### src/rtl/alu_seq.sv
`default_nettype none
// ============================================================================
// Module   : alu_seq
// Purpose  : Registered, multi-cycle execute-stage ALU with a START/BUSY/DONE
//            handshake. FWD/ADD/SUB/AND/OR complete one edge after accept;
//            MUL iterates shift-add over WIDTH edges.
// Options  : ALU_SEQ_MUL_EN - when defined, builds the iterative multiplier;
//            otherwise opcode 100 completes as an illegal single-cycle op.
// Revision : 1.0 - initial release
// ============================================================================
module alu_seq #(
  parameter int WIDTH = 8
) (
  input  logic             CLK,
  input  logic             RESET,
  input  logic             START,
  input  logic [2:0]       SELECT,
  input  logic [WIDTH-1:0] DATA1,
  input  logic [WIDTH-1:0] DATA2,
  output logic [WIDTH-1:0] RESULT,
  output logic             ZERO,
  output logic             BUSY,
  output logic             DONE,
  output logic             ILLEGAL
);

  localparam logic [2:0] c_op_fwd = 3'b000;
  localparam logic [2:0] c_op_add = 3'b001;
  localparam logic [2:0] c_op_and = 3'b010;
  localparam logic [2:0] c_op_or  = 3'b011;
  localparam logic [2:0] c_op_sub = 3'b101;

`ifdef ALU_SEQ_MUL_EN
  localparam logic [2:0] c_op_mul = 3'b100;
  // Counter is sized to hold WIDTH so it can never wrap for any WIDTH.
  localparam int         CW       = $clog2(WIDTH + 1);
  localparam logic [CW-1:0] c_last_step = CW'(WIDTH - 1);
`endif

  typedef enum logic [1:0] {
    S_IDLE = 2'd0,
    S_EXEC = 2'd1
`ifdef ALU_SEQ_MUL_EN
    ,
    S_MUL  = 2'd2
`endif
  } state_t;

  state_t           state_q;
  logic [WIDTH-1:0] a_q;        // operand A; doubles as shifting multiplicand
  logic [WIDTH-1:0] b_q;        // operand B; doubles as shifting multiplier
  logic [2:0]       sel_q;
  logic [WIDTH-1:0] result_q;
  logic             zero_q;
  logic             busy_q;
  logic             done_q;
  logic             illegal_q;
  logic [WIDTH-1:0] res_d;
  logic             ill_d;

`ifdef ALU_SEQ_MUL_EN
  logic [CW-1:0]    cnt_q;
  logic [WIDTH-1:0] acc_q;
  logic [WIDTH-1:0] acc_d;
`endif

  // Single-cycle result from the latched operands; unknown opcodes yield 0.
  always_comb begin
    res_d = '0;
    ill_d = 1'b0;
    case (sel_q)
      c_op_fwd: res_d = b_q;
      c_op_add: res_d = a_q + b_q;
      c_op_and: res_d = a_q & b_q;
      c_op_or:  res_d = a_q | b_q;
      c_op_sub: res_d = a_q - b_q;
      default:  ill_d = 1'b1;
    endcase
  end

`ifdef ALU_SEQ_MUL_EN
  // One shift-add step: add the shifted multiplicand when the multiplier LSB is set.
  always_comb begin
    acc_d = acc_q + (b_q[0] ? a_q : '0);
  end
`endif

  // Control FSM with registered handshake and result outputs.
  always_ff @(posedge CLK or posedge RESET) begin
    if (RESET) begin
      state_q   <= S_IDLE;
      a_q       <= '0;
      b_q       <= '0;
      sel_q     <= '0;
      result_q  <= '0;
      zero_q    <= 1'b1;
      busy_q    <= 1'b0;
      done_q    <= 1'b0;
      illegal_q <= 1'b0;
`ifdef ALU_SEQ_MUL_EN
      cnt_q     <= '0;
      acc_q     <= '0;
`endif
    end else begin
      done_q <= 1'b0;
      case (state_q)
        S_IDLE: begin
          // DONE cycles are spent in IDLE, so a new op may be accepted then.
          if (START) begin
            a_q    <= DATA1;
            b_q    <= DATA2;
            sel_q  <= SELECT;
            busy_q <= 1'b1;
`ifdef ALU_SEQ_MUL_EN
            if (SELECT == c_op_mul) begin
              state_q <= S_MUL;
              cnt_q   <= '0;
              acc_q   <= '0;
            end else begin
              state_q <= S_EXEC;
            end
`else
            state_q <= S_EXEC;
`endif
          end
        end
        S_EXEC: begin
          result_q  <= res_d;
          zero_q    <= (res_d == '0);
          illegal_q <= ill_d;
          done_q    <= 1'b1;
          busy_q    <= 1'b0;
          state_q   <= S_IDLE;
        end
`ifdef ALU_SEQ_MUL_EN
        S_MUL: begin
          acc_q <= acc_d;
          a_q   <= a_q << 1;
          b_q   <= b_q >> 1;
          cnt_q <= cnt_q + CW'(1);
          // The WIDTH-th step writes its sum straight to the result.
          if (cnt_q == c_last_step) begin
            result_q  <= acc_d;
            zero_q    <= (acc_d == '0);
            illegal_q <= 1'b0;
            done_q    <= 1'b1;
            busy_q    <= 1'b0;
            state_q   <= S_IDLE;
          end
        end
`endif
        default: begin
          busy_q  <= 1'b0;
          state_q <= S_IDLE;
        end
      endcase
    end
  end

  assign RESULT  = result_q;
  assign ZERO    = zero_q;
  assign BUSY    = busy_q;
  assign DONE    = done_q;
  assign ILLEGAL = illegal_q;

endmodule
`default_nettype wire

### config.mk
export PLATFORM = sky130hd
export DESIGN_NAME = alu_seq
export DESIGN_NICKNAME = d
export VERILOG_FILES = /design/src/rtl/alu_seq.sv
export SDC_FILE = /design/constraint.sdc
export NUM_CORES = 1
export LEC_CHECK = 0
export BUFFER_PORTS_ARGS = -buffer_cell sky130_fd_sc_hd__buf_4
export CORE_ASPECT_RATIO = 1.75
export CORE_UTILIZATION = 46
export CTS_CLUSTER_SIZE = 20
export DETAILED_ROUTE_END_ITERATION = 8
export PLACE_DENSITY = 0.68
export SETUP_SLACK_MARGIN = 0.2
export SYNTH_ARGS = -nofsm -noshare
export SYNTH_HDL_FRONTEND = slang
export SYNTH_SLANG_ARGS = --single-unit
### constraint.sdc
create_clock -name CLK -period 3.4 [get_ports CLK]
set_input_delay 0.34 -clock CLK [delete_from_list [all_inputs] [get_ports CLK]]
set_output_delay 0.34 -clock CLK [all_outputs]
set_load 0.02 [all_outputs]
**Yosys cells after proc, flatten, opt, wreduce, memory -nomap -nowiden**

Index checks and enable logic that the tools add are counted.

- Flip-flop bits (word level): 33
- Word-level logic and storage cells: 31

- Add/subtract/negate cells: 2
- Equality and inequality tests: 6
- Muxes and demuxes: 7
- Bitwise logic cells: 2
- Reductions and logical operators: 5

Operators with widths:

| operator | number |
|---|---|
| 8-bit one-hot mux with 5 select lines | 1 |
| 8-bit adder | 1 |
| 8-bit AND | 1 |
| 8-bit logical NOT | 1 |
| 8-bit OR | 1 |
| 8-bit subtractor | 1 |
| 3-bit by 2-bit equality test with 1-bit output (second input constant) | 2 |
| 5-bit OR reduction | 1 |
| 1-bit 2-to-1 mux | 4 |
| 2-bit 2-to-1 mux | 2 |
| 3-bit by 1-bit equality test with 1-bit output (second input constant) | 1 |
| 3-bit equality test (second input constant) | 1 |
| 3-bit logical NOT | 1 |
| 2-bit by 1-bit equality test with 1-bit output (second input constant) | 1 |
| 2-bit logical NOT | 1 |
| 2-bit inequality test (second input constant) | 1 |
| 2-bit AND reduction | 1 |

**Logic depth before layout (Yosys ltp)**

Gate-level depths: netlist (run 1).

- Depth in word-level cells: 3
- Mapped depth: 13
- Depth with buffers taken out: 12

**Worst setup path after synthesis (run 1)**

Ideal clock, no wire load.

- Path kind: flip-flop to flip-flop
- Start point: reg sel_q[1]
- End point: reg result_q[7] (netlist: RESULT[7])
- Library setup time: 0.125 ns
- Arrival: 2.327 ns
- Required time: 3.275 ns
- Slack: 0.949 ns
- Stages on the path, launching flop included: 12
- Cell sequence: dfrtp_1 nor2b_1 clkbuf_1 nand2_1 o21ai_0 xor2_1 ha_1 and3_1 a221oi_1 xnor2_1 o32ai_1 mux2_2

- Cells in the longest elaborated chain, start to end: 2

RTL lines:

| item | RTL line | text |
|---|---|---|
| start, declared | 52 | `logic [2:0] sel_q;` |
| start signal, assigned | 94 | `sel_q <= '0;` |
| start signal, assigned | 112 | `sel_q <= SELECT;` |
| 3-bit equality test, or another cell as far along | 71 | `case (sel_q)` |
| 8-bit one-hot mux with 5 select lines (*) | 71 |  |
| end signal, assigned | 128 | `result_q <= res_d;` |
| end, declared | 53 | `logic [WIDTH-1:0] result_q;` |

Every way passes the cells marked *; elsewhere a longest branch is shown, timed or not.
A chain may end at the register's enable or synchronous reset.

**Worst setup path after layout (run 1)**

- Start point: reg sel_q[0]
- End point: reg zero_q (netlist: ZERO)

- Cells in the longest elaborated chain, start to end: 3

RTL lines:

| item | RTL line | text |
|---|---|---|
| 3-bit equality test, or another cell as far along | 71 |  |
| 8-bit one-hot mux with 5 select lines (*) | 71 |  |
| 8-bit logical NOT (*) | 129 | `zero_q <= (res_d == '0);` |
| end signal, assigned | 129 |  |
| end, declared | 54 | `logic zero_q;` |

Marked as above.

==> results of run 1 <==
==> kinds of logic after synthesis <==
family	after synthesis	synth area share [%]
compound gates	45	14.8
xor+xnor	9	4.11
fa+ha+maj	11	7.57
buf+inv	18	4.24
flops	31	40.5
mux	20	11.7
simple gates	58	17.1
==> path summary, 6_finish.rpt <==
| path | slack, ps | end | cells after the start | from |
|---|---|---|---|---|
| max | 600 | ZERO | 10 | sel_q[0] |
| min | 130 | DONE | 3 | RESET |
| max reg2reg | 600 | ZERO | 10 | sel_q[0] |
| min reg2reg | 490 | ZERO | 2 | ZERO |
| max in group asynchronous | 2950 | ZERO | 3 | RESET |
| min in group CLK | 260 | a_q[0] | 3 | DATA1[0] |
==> stage by stage <==
step	hold slack (ps)	cell area (sq um)
6_report	127	2320
5_1_grt	196	2320
4_1_cts	139	2320
3_5_place_dp	450	2220
3_3_place_gp	445	2220
2_1_floorplan	443	1920
==> cell usage after synthesis (2+ instances only) <==
cell / number
a21o_1: 2
a21oi_1: 17
buf_2: 2
clkbuf_1: 5
dfrtp_1: 30
ha_1: 10
inv_1: 9
mux2_2: 19
nand2_1: 7
nand2b_1: 11
nand3_1: 4
nand3b_1: 3
nor2_1: 17
nor2b_1: 3
nor3_1: 4
nor3b_1: 2
o21ai_0: 8
o21ai_1: 2
o311ai_1: 2
o31ai_1: 2
o32ai_1: 2
xnor2_1: 6
xor2_1: 3
==> sequential cells by signal, summed over array words and instances (netlist names) <==
register / count
RESULT: 8
a_q: 8
b_q: 8
sel_q: 3
BUSY: 1
DONE: 1
ILLEGAL: 1
ZERO: 1
==> power groups by stage <==
stage / Clock (mW) / Combinational, mW / Sequential, mW
after floorplan: 0 / 0.408 / 0.557
after global placement: 0 / 0.604 / 0.528
after detailed placement: 0 / 0.611 / 0.530
after CTS: 0.332 / 0.614 / 0.522
after global routing: 0.343 / 0.677 / 0.534
final: 0.319 / 0.608 / 0.521
==> per-layer routing <==
layer,GRT usage [%],up-vias,part of all wire (%)
met5,0,-,0
met4,12.4,0,3.1
met2,35.4,32,53
met1,24.1,714,40
li1,-,749,-
met3,4.54,12,3.1
==> final cells by class <==
cell class | instances | area share [%]
multi-input cells | 143 | 45.8
flip-flops and latches | 31 | 33.5
repair buffers | 38 | 12.3
clock buffers | 8 | 4.32
well taps | 48 | 2.59
inverters | 9 | 1.46
==> worst max-delay path: cells and delay by family, from the launching register on <==
| kind | cells | cell delay [ps] |
|---|---|---|
| adder cells (fa/ha/maj) | 1 | 310 |
| XOR/XNOR | 2 | 360 |
| flip-flops | 1 | 580 |
| AO/OA/AOI/OAI | 4 | 930 |
| AND/OR/NAND/NOR | 3 | 540 |
==> impl_metrics.py, run 1 <==
metrics = {
    "pwr": {
        "power_frac_clock_pct": 22.0,
        "powerDensity_nw_per_um2": 625,
        "p_comb_share_pct": 42.0,
        "internal-power_uw": 929,
        "finalPower_mw": 1.45,
        "seq_power_share_pct": 36.0,
        "sw_frac_of_total_pct": 35.9,
        "leakage_nw": 1.03,
        "irDropWorstVdd_mv": 0.384,
        "p_switching_uw": 519,
    },
    "layout": {
        "mostFrequentLayoutCell": "buf_4",
        "n_fill_cell": 380,
        "final_nets": 261,
        "fin_util_pct": 58.8,
        "fin_cells": 277,
        "ff_latch_area_sq_um": 777,
        "drive_gt1_share_pct": 30.6,
        "mostFrequentLayoutCells": "buf_4, dfrtp_1, mux2_2",
        "antenna_cells": 0,
        "syn2layout_area_growth_pct": 20.9,
        "multiInputGateArea_sq_um": 1060,
    },
    "timing": {
        "tns_ps": 0,
        "min_period_over_period_pct": 82.4,
        "worst_pin_slew_ps": 790,
        "worst_slack_ps": 597,
        "slew_headroom_pct": 47.1,
        "setup_viol_count_final": 0,
        "finalClockSkew_ps": 6.54,
        "rsz0062_at_grt": "false",
        "timing.fmax_ghz": 0.357,
        "fin_crit_ps": 2800,
        "drv_slew": 0,
        "hold_violations": 0,
    },
    "setup_path": {
        "crit_fanout": 14,
        "critPathRequiredTime_ps": 3590,
        "path_class": "flop to flop",
        "critPathCaptureType": "flop",
        "crit_slowest_cell": "dfrtp_1",
        "crit_arrival_ps": 2990,
        "max_stage_delay_ps": 580,
        "critPathLaunchType": "flop",
        "critPathMostFrequentCell": "o32ai_1",
        "cp_cell_sequence": "nor2b_1 -> nand2_1 -> o21ai_0 -> xor2_1 -> ha_1 -> and3_1 -> a221oi_1 -> xnor2_1 -> o32ai_1 -> o32ai_1",
    },
    "placed_design": {
        "pre_cts_ws_ps": 606,
        "routabilityCongestion": 0.861,
        "dp_cells": 269,
        "portBuffers": 33,
        "dp_hpwl_mm": 2.99,
    },
    "run": {
        "cap_viol_max_count": 0,
    },
    "synth": {
        "ys_ff_latch": 31,
        "ys_warn_count": 0,
        "synth.cell_area_sq_um": 1920,
        "ys_top_cells_by_area": "dfrtp_1, mux2_2, ha_1",
        "synth-main-ff-cell": "dfrtp_1",
        "synth_edf_count": 0,
        "syn_nets": 225,
        "synth_area_per_cell_sq_um": 9.99,
        "ys_async_sr_fraction_pct": 100,
        "synth_cell_types": 45,
        "synth_top_cell_by_area": "dfrtp_1",
        "synth-seq-area-share_pct": 40.5,
        "yosysTopAreaCellShare_pct": 39.1,
        "synth_cells": 192,
    },
    "global_routing": {
        "grt_pass1_wl_mm": 6.91,
        "antenna_found_initial": 0,
        "grt_util_all_layers_pct": 21.1,
        "grt_max_degree": 32,
        "grt_overflow": 0,
        "grt_pass1_vias": 1533,
    },
    "cts": {
        "worstSkewPairLatency_ps": 290,
        "clk_pin_slew_worst_paths_ps": 70,
        "cts_sinks": 31,
        "ctsRootBufferMaster": "clkbuf_8",
        "htreeDepth": 2,
        "cts_setup_buffers": 0,
        "cts_tree": "done",
        "cts_buffers": 5,
        "ctsResizeCount": 0,
        "holdBufCountCts": 0,
        "clockBufferDepth": 2,
    },
    "die": {
        "initial_core_util_pct": 48.7,
        "die_w_um": 50.8,
        "pin_count": 34,
        "placementRows": 30,
        "core_sq_um": 3940,
        "dieArea_sq_um": 4440,
        "die_h_um": 87.4,
    },
    "run_status": {
        "outcome": "finished clean",
    },
    "drt": {
        "via_count": 1507,
        "post_drt_wl_per_cell_um": 14.0,
        "drt_iter0_drc": 25,
        "via_per_inst": 5.44,
        "first_pass_iters": 4,
        "drc": 0,
        "wl_mm": 3.88,
        "drtAntennaViolNets": 0,
    },
    "worst_hold_path": {
        "min_path_type": "input pin to async pin",
    },
}
No activity file was read; power rests on OpenSTA's default activity.
==> inputs of run 2 (changes only) <==
Settings changed: PLACE_DENSITY 0.68 to 0.7.
Clock period 3.4 ns to 2.49 ns, I/O delays scaled along.
==> run 2 against run 1 <==
Via count increased by 14%. Sequential cell count is the same. Maximum frequency rose by 13%. Sequential share of layout area fell by 5.1 points. Setup slack worse by 590 ps. Global-route usage grew 3.4 points. Largest cell class unchanged. Highest routed layer unchanged.
==> impl_metrics.py, run 2 (synthesis results as in run 1) <==
metrics = {
    "timing": {
        "setup_viol_count_final": 0,
        "min_period_over_period_pct": 99.9,
        "rsz0062_at_grt": "true",
        "hold_slack_ps": 47.4,
        "timing.fmax_ghz": 0.402,
        "finalClockSkew_ps": 5.64,
        "fin_crit_ps": 2490,
        "slew_headroom_pct": 64.8,
        "worst_slack_ps": 2.70,
        "drv_slew": 0,
        "tns_ps": 0,
        "hold_violations": 0,
        "worst_pin_slew_ps": 524,
    },
    "setup_path": {
        "path_class": "flop to flop",
        "critPathLaunchType": "flop",
        "critPathCaptureType": "flop",
        "crit_fanout": 4,
        "crit_arrival_ps": 2650,
        "critPathRequiredTime_ps": 2660,
    },
    "die": {
        "die_w_um": 50.8,
        "placementRows": 30,
        "core_sq_um": 3940,
        "initial_core_util_pct": 48.7,
        "dieArea_sq_um": 4440,
        "pin_count": 34,
        "die_h_um": 87.4,
    },
    "worst_hold_path": {
        "min_path_type": "input pin to async pin",
    },
    "layout": {
        "mostFrequentLayoutCells": "buf_4, dfrtp_1, mux2_2",
        "drive_gt1_share_pct": 50.0,
        "fin_cells": 306,
        "final_nets": 290,
        "fin_util_pct": 69.7,
        "mostFrequentLayoutCell": "buf_4",
        "antenna_cells": 0,
        "syn2layout_area_growth_pct": 43.1,
        "final_area_sq_um": 2750,
    },
    "placed_design": {
        "dpl_cell_area_sq_um": 2370,
        "pre_cts_ws_ps": -179,
        "dp_hpwl_mm": 3.42,
        "dp_cells": 287,
        "portBuffers": 33,
        "routabilityCongestion": 0.899,
    },
    "drt": {
        "drtAntennaViolNets": 0,
        "drc": 0,
        "via_count": 1715,
        "post_drt_wl_per_cell_um": 15.9,
        "drt_iter0_drc": 50,
        "wl_mm": 4.86,
        "first_pass_iters": 4,
        "via_per_inst": 5.60,
    },
    "global_routing": {
        "grt_pass1_wl_mm": 7.91,
        "grt_overflow": 0,
        "grt_pass1_vias": 1747,
        "grt_util_all_layers_pct": 24.4,
        "antenna_found_initial": 0,
        "grt_max_degree": 32,
    },
    "pwr": {
        "powerDensity_nw_per_um2": 905,
        "leakage_nw": 1.23,
        "irDropWorstVdd_mv": 0.555,
        "finalPower_mw": 2.48,
    },
    "cts": {
        "cts_sinks": 31,
        "htreeDepth": 2,
        "clockBufferDepth": 2,
        "ctsRootBufferMaster": "clkbuf_8",
        "clk_pin_slew_worst_paths_ps": 60,
        "cts_tree": "done",
        "worstSkewPairLatency_ps": 280,
        "cts_buffers": 5,
    },
    "run_status": {
        "outcome": "finished clean",
    },
    "run": {
        "cap_viol_max_count": 0,
    },
}
run 2: cell count changes in the layout (fill, tap and decap cells not counted), sizes merged:
cell	previous run	this run
buf	38	67
clkbuf	8	7
bufinv	0	1
run 2: power by group:
part           internal, mW  switching, mW
clock                 0.299          0.175
combinational         0.678          0.632
sequential            0.610         0.0902
run 2: worst paths after layout:
path | from | end | slack, ps | cells after the start
worst min register to register | RESULT[2] | RESULT[2] | 490 | 1
min in group CLK | DATA2[0] | b_q[0] | 170 | 3
max in group asynchronous | RESET | ZERO | 2120 | 3
worst max-delay path | b_q[2] | RESULT[7] | 3 | 10
worst max register to register | b_q[2] | RESULT[7] | 3 | 10
worst min-delay path | RESET | a_q[7] | 50 | 3
run 2: what timing repair did:
action,4_1_cts,5_1_grt
gates cloned,0,0
endpoints found under the setup margin,4,5
gates resized for setup,19,23
endpoints found under the hold margin,0,0
pin swaps,14,10
buffers inserted,9,2
hold buffers,0,0
run 2: layout make-up:
type	count	area (sq um)
flip-flops and latches	31	779
inverters	9	33.8
fillers	293	1200
well taps	48	60.1
repair buffers	67	518
clock inverters	1	30.0
clock buffers	7	76.3
multi-input cells	143	1250
run 2: critical path, cell delays in order, from the launching register on:
cell and delay (ps):
dfrtp_2 450, nor2_4 140, nand3_1 110, o21ai_2 180
xor2_1 170, ha_1 290, and3_4 200, a221oi_4 250
xnor2_1 170, o32ai_2 130, mux2_4 280
run 2: per-layer routing:
layer / track usage (%) / routed length, um / vias up
met5: 0 / 0 / -
met4: 17.9 / 266 / 0
met3: 4.36 / 161 / 22
met2: 43.3 / 2610 / 55
met1: 24.9 / 1820 / 835
li1: - / - / 803
